==> src/rtl/glitch_response_monitor.sv <==
// ============================================================================
// glitch_response_monitor
//   Measures each glitch pulse width, watches the target's heartbeat and
//   success pins over a fixed observation window and classifies the attempt.
//   Optional macro: GLITCH_MON_STICKY_EN (freeze on first SUCCESS).
// Revision: 1.0 - initial release
// ============================================================================
`default_nettype none

module glitch_response_monitor #(
  parameter int OBS_CYCLES = 12_000_000,
  parameter int HB_MIN     = 2
) (
  input  logic        clk,
  input  logic        rst_n,
  input  logic        glitch_in,
  input  logic        target_hb,
  input  logic        target_ok,
  output logic        result_valid,
  output logic [1:0]  result_code,
  output logic [15:0] pulse_width,
  output logic [15:0] attempt_count,
`ifdef GLITCH_MON_STICKY_EN
  output logic        success_latched,
`endif
  output logic        busy
);

  localparam int              c_WIN_W    = $clog2(OBS_CYCLES + 1);
  localparam logic [c_WIN_W-1:0] c_OBS_LAST = c_WIN_W'(OBS_CYCLES);
  localparam logic [7:0]      c_HB_MIN   = 8'(HB_MIN);

  localparam logic [1:0] c_CODE_NORMAL   = 2'b00;
  localparam logic [1:0] c_CODE_DEGRADED = 2'b01;
  localparam logic [1:0] c_CODE_MUTE     = 2'b10;
  localparam logic [1:0] c_CODE_SUCCESS  = 2'b11;

  typedef enum logic [1:0] {
    S_IDLE    = 2'd0,
    S_PULSE   = 2'd1,
    S_OBSERVE = 2'd2,
    S_REPORT  = 2'd3
  } state_t;

  state_t               r_state;
  logic                 r_gl_s1, r_gl_s2, r_gl_d;
  logic                 r_hb_s1, r_hb_s2, r_hb_d;
  logic                 r_ok_s1, r_ok_s2;
  logic [15:0]          r_width;
  logic [15:0]          r_pw_hold;
  logic [c_WIN_W-1:0]   r_win;
  logic [7:0]           r_edges;
  logic                 r_ok;
  logic                 w_sticky;

  logic                 w_gl_fall, w_gl_rise, w_hb_edge;
  logic [c_WIN_W-1:0]   w_win_inc;
  logic [7:0]           w_edges_next;
  logic                 w_ok_next;
  logic [1:0]           w_code;
  logic                 w_window_end;

  assign w_gl_fall = r_gl_d & ~r_gl_s2;
  assign w_gl_rise = ~r_gl_d & r_gl_s2;
  assign w_hb_edge = r_hb_d ^ r_hb_s2;

  // The last observation cycle's heartbeat/ok samples still count toward the result.
  assign w_win_inc    = r_win + 1'b1;
  assign w_edges_next = (w_hb_edge && (r_edges != 8'hFF)) ? r_edges + 8'd1 : r_edges;
  assign w_ok_next    = r_ok | r_ok_s2;
  assign w_window_end = (w_win_inc == c_OBS_LAST) || w_gl_fall;

  always_comb begin
    w_code = c_CODE_DEGRADED;
    if (w_ok_next)
      w_code = c_CODE_SUCCESS;
    else if (w_edges_next >= c_HB_MIN)
      w_code = c_CODE_NORMAL;
    else if (w_edges_next == 8'd0)
      w_code = c_CODE_MUTE;
  end

`ifdef GLITCH_MON_STICKY_EN
  logic r_sticky;
  assign w_sticky        = r_sticky;
  assign success_latched = r_sticky;
`else
  assign w_sticky = 1'b0;
`endif

  assign busy = (r_state == S_PULSE) || (r_state == S_OBSERVE);

  always_ff @(posedge clk) begin
    if (!rst_n) begin
      r_state       <= S_IDLE;
      r_gl_s1       <= 1'b1;
      r_gl_s2       <= 1'b1;
      r_gl_d        <= 1'b1;
      r_hb_s1       <= 1'b0;
      r_hb_s2       <= 1'b0;
      r_hb_d        <= 1'b0;
      r_ok_s1       <= 1'b0;
      r_ok_s2       <= 1'b0;
      r_width       <= 16'd0;
      r_pw_hold     <= 16'd0;
      r_win         <= '0;
      r_edges       <= 8'd0;
      r_ok          <= 1'b0;
      result_valid  <= 1'b0;
      result_code   <= 2'b00;
      pulse_width   <= 16'd0;
      attempt_count <= 16'd0;
`ifdef GLITCH_MON_STICKY_EN
      r_sticky      <= 1'b0;
`endif
    end else begin
      r_gl_s1 <= glitch_in;
      r_gl_s2 <= r_gl_s1;
      r_gl_d  <= r_gl_s2;
      r_hb_s1 <= target_hb;
      r_hb_s2 <= r_hb_s1;
      r_hb_d  <= r_hb_s2;
      r_ok_s1 <= target_ok;
      r_ok_s2 <= r_ok_s1;

      if (w_gl_fall)
        r_width <= 16'd1;
      else if (!r_gl_s2 && (r_width != 16'hFFFF))
        r_width <= r_width + 16'd1;

      case (r_state)
        S_IDLE: begin
          if (w_gl_fall && !w_sticky)
            r_state <= S_PULSE;
        end
        S_PULSE: begin
          if (w_gl_rise) begin
            r_state   <= S_OBSERVE;
            r_pw_hold <= r_width;
            r_win     <= '0;
            r_edges   <= 8'd0;
            r_ok      <= 1'b0;
          end
        end
        S_OBSERVE: begin
          r_win   <= w_win_inc;
          r_edges <= w_edges_next;
          r_ok    <= w_ok_next;
          if (w_window_end) begin
            r_state       <= S_REPORT;
            result_valid  <= 1'b1;
            result_code   <= w_code;
            pulse_width   <= r_pw_hold;
            attempt_count <= attempt_count + 16'd1;
`ifdef GLITCH_MON_STICKY_EN
            if (w_code == c_CODE_SUCCESS)
              r_sticky <= 1'b1;
`endif
          end
        end
        default: begin
          result_valid <= 1'b0;
          // A new pulse already under way goes straight back to measuring it.
          if (!r_gl_s2 && !w_sticky)
            r_state <= S_PULSE;
          else
            r_state <= S_IDLE;
        end
      endcase
    end
  end

endmodule

`default_nettype wire

==> config.mk <==
export PLATFORM = sky130hd
export DESIGN_NAME = glitch_response_monitor
export DESIGN_NICKNAME = d
export VERILOG_FILES = /design/src/rtl/glitch_response_monitor.sv
export SDC_FILE = /design/constraint.sdc
export NUM_CORES = 1
export LEC_CHECK = 0
export ABC_AREA = 1
export BUFFER_PORTS_ARGS = -buffer_cell sky130_fd_sc_hd__buf_4
export CORE_MARGIN = 2
export CORE_UTILIZATION = 51
export DETAILED_ROUTE_END_ITERATION = 7
export HOLD_SLACK_MARGIN = 0.05
export PLACE_DENSITY_LB_ADDON = 0.12
export SETUP_SLACK_MARGIN = 0.2
export SLEW_MARGIN = 10
export SYNTH_ARGS = -nofsm -noshare
export SYNTH_HDL_FRONTEND = slang
export SYNTH_SLANG_ARGS = --single-unit
==> constraint.sdc <==
create_clock -name clk -period 2.83 [get_ports clk]
set_input_delay 0.566 -clock clk [delete_from_list [all_inputs] [get_ports clk]]
set_output_delay 0.566 -clock clk [all_outputs]
set_load 0.05 [all_outputs]
==> flow_summary.toml <==
[clock_tree]
clock_sinks = 110
clk_pin_slew_worst_paths_ns = 0.11
cts_hold_buf = 0
clock_latency_ns = 0.41
clockRootBuffer = "clkbuf_8"
tritoncts = "built"
cts_buffers = 9
htree_levels = 3
cts_max_path_buffers = 2

[final_layout]
multi_input_area_um2 = 2830
stdcell_area_um2 = 6130
area_delta_synth_final_pct = 12.0
insertedDiodeCount = 0
regArea_um2 = 2210
drive_gt1_share_pct = 11.1
final_nets = 858
fillers = 979

[power]
power.switching_uw = 1180
powerDensity_nw_per_um2 = 545
seqPwrFrac_pct = 49.0
p_comb_share_pct = 21.4
ir_worst_vdd_mv = 0.372
switching_share_pct = 35.2
leakage_uw = 0.00235
internal_power_uw = 2160
clockPowerShare_pct = 29.5

[detailed_routing]
drtIter0Drc = 281
drt_wl_total_um = 12200
drc = 0
post_drt_wl_per_cell_um = 12.4
first_pass_iters = 5
vias = 5043
final_antenna_net_count = 0
via_per_inst = 5.12

[die]
die_area_um2 = 11600
core_um2 = 10400
io_pins = 41
die_w_um = 108
die_h_um = 108
row_count = 37
start_util_pct = 52.8

[global_routing]
grt_pass1_vias = 4504
grt_pass1_wl_um = 20500
overflow = 0
grt_usage_pct = 22.0
grt_max_degree = 49
antenna_found_initial = 0

[sta]
fin_tns_setup_ns = 0
hold_viol = 0
finalCritPeriodShare_pct = 83.2
fin_crit_ns = 2.35
worst_pin_slew_ns = 0.670
maxSlewViolCount = 0
relSlewSlack_pct = 55.0
setup_viol = 0
rsz0062_at_grt = "false"
fmax_mhz = 425
skew_ns = 0.0191

[worst_setup_path]
cp_cell_sequence = "nand2_1 > nor2_4 > nand2_2 > nor2_2 > nand2_1 > nand2_1 > nand2_1 > nor2_1 > nand2_1 > nor2_1 > nand2_1 > nand2_4 > buf_4 > nand3_1 > a21oi_1"
crit_path_max_fanout = 14
slowest_delay_ns = 0.48
worstPathRequired_ns = 3.16
cp.arrival_ns = 2.68
crit_path_end_kind = "flip-flop"
critical_path_class = "flip-flop to flip-flop"
cp_slowest_cell = "dfxtp_1"
cpMostUsedCell = "nand2_1"
startpoint_type = "flip-flop"

[synthesis]
synth_seq_cells = 110
synth-seq-area-share_pct = 40.2
synth.avg_cell_area_um2 = 6.75
yosysUniqueCellTypes = 35
synth_flop_cell = "dfxtp_1"
syn_nets = 825
async_flop_share_pct = 0
ys_warn_count = 0
syn_area_um2 = 5480
synth_edf_count = 0
synthCells = 811

[outcome]
status = "finished clean"

[min_path]
hold_path.class = "input port to flip-flop"

[flow_run]
cap_violations = 0

[placed_design]
dpl_cell_area_um2 = 5890
gp_congestion = 0.882
dp_hpwl_um = 8640
port_buffers = 40
layout make-up:
cell class              instances  area share [%]
repair buffers                 49            6.00
multi-input cells             582            46.1
inverters                      92            5.75
clock buffers                   9            2.02
well taps                     136            2.77
clock inverters                 7            1.45
flip-flops and latches        110            36.0
power groups by stage:
stage	registers [uW]	logic [uW]	clock network, uW
2_1_floorplan	1720	453	0
5_1_grt	1650	805	1080
3_5_place_dp	1670	713	0
4_1_cts	1640	722	1010
3_3_place_gp	1670	707	0
6_report	1640	716	986
synth_stat cells (13+ instances only):
cell type,count,area share [%]
inv_1,89,6.1
nand4_1,13,1.5
clkbuf_1,19,1.3
nor3_1,19,1.7
nor2_1,111,7.6
o21ai_0,32,2.9
dfxtp_1,110,40
xor2_1,14,2.2
nand3_1,56,5.1
a21oi_1,73,6.7
nand2_1,194,13
o21ai_1,17,1.6
path summary, 6_finish.rpt:
path,startpoint,end,slack (ns),cells past startpoint
max,r_win[2],attempt_count[11],0.48,15
min,target_ok,r_ok_s1,0.34,3
max reg2reg,r_win[2],attempt_count[11],0.48,15
min reg2reg,r_hb_s1,r_hb_s2,0.44,2
layer usage:
layer	global-route usage, %	wire [um]
met1	28.7	6020
met2	36.0	5740
met3	5.51	363
met4	6.68	133
met5	0	0
cells in the final DEF, fill, tap and decap left out, types with 13 or more instances in the layout:
cell,Yosys,routed
a21oi_1,73,73
buf_4,2,49
dfxtp_1,110,107
inv_1,89,89
nand2_1,194,194
nand3_1,56,56
nand4_1,13,13
nor2_1,111,108
nor3_1,19,18
o21ai_0,32,32
o21ai_1,17,17
xor2_1,14,14
flip-flops by register name, indices dropped and copies added (netlist names), 2 cells and up:
signal / flops
result_code: 2
attempt_count: 16
r_edges: 8
r_pw_hold: 16
r_width: 16
pulse_width: 16
r_state: 2
r_win: 24
metrics by stage:
| stage | power (uW) | setup slack, ns | util (%) | cells | hold slack (ns) |
|---|---|---|---|---|---|
| after floorplan | 2170 | 0.795 | - | 811 | 0.390 |
| after global placement | 2380 | 0.245 | 56.8 | 968 | 0.398 |
| after detailed placement | 2380 | 0.173 | 56.8 | 968 | 0.397 |
| after CTS | 3370 | 0.260 | 58.9 | 984 | 0.329 |
| after global routing | 3530 | 0.185 | 59.2 | 985 | 0.339 |
| final | 3340 | 0.476 | 59.2 | 985 | 0.344 |
worst max-delay path, delay by kind of cell, from the launching register on:
family                 cells  cell delay, ns
and+or+nand+nor           13            1.42
DFF                        1            0.48
buffers and inverters      1            0.21
AOI/OAI and AO/OA          1            0.16
logic make-up (layout without fill, tap and decap cells):
logic type / after synthesis / after routing / synth area share, %
AND/OR/NAND/NOR: 420 / 420 / 33.3
AO/OA/AOI/OAI: 130 / 130 / 12.2
buffers and inverters: 119 / 157 / 8.61
flip-flops: 110 / 110 / 40.2
XOR/XNOR: 23 / 23 / 3.68
adder cells (fa/ha/maj): 9 / 9 / 2.06
what timing repair did:
action | CTS | global route
setup buffers | 0 | 1
pin swaps | 0 | 1
setup endpoints to repair | 18 | 34
gates resized for setup | 1 | 8
cloned | 0 | 0
Note: power is estimated with default switching activity, not from simulation.
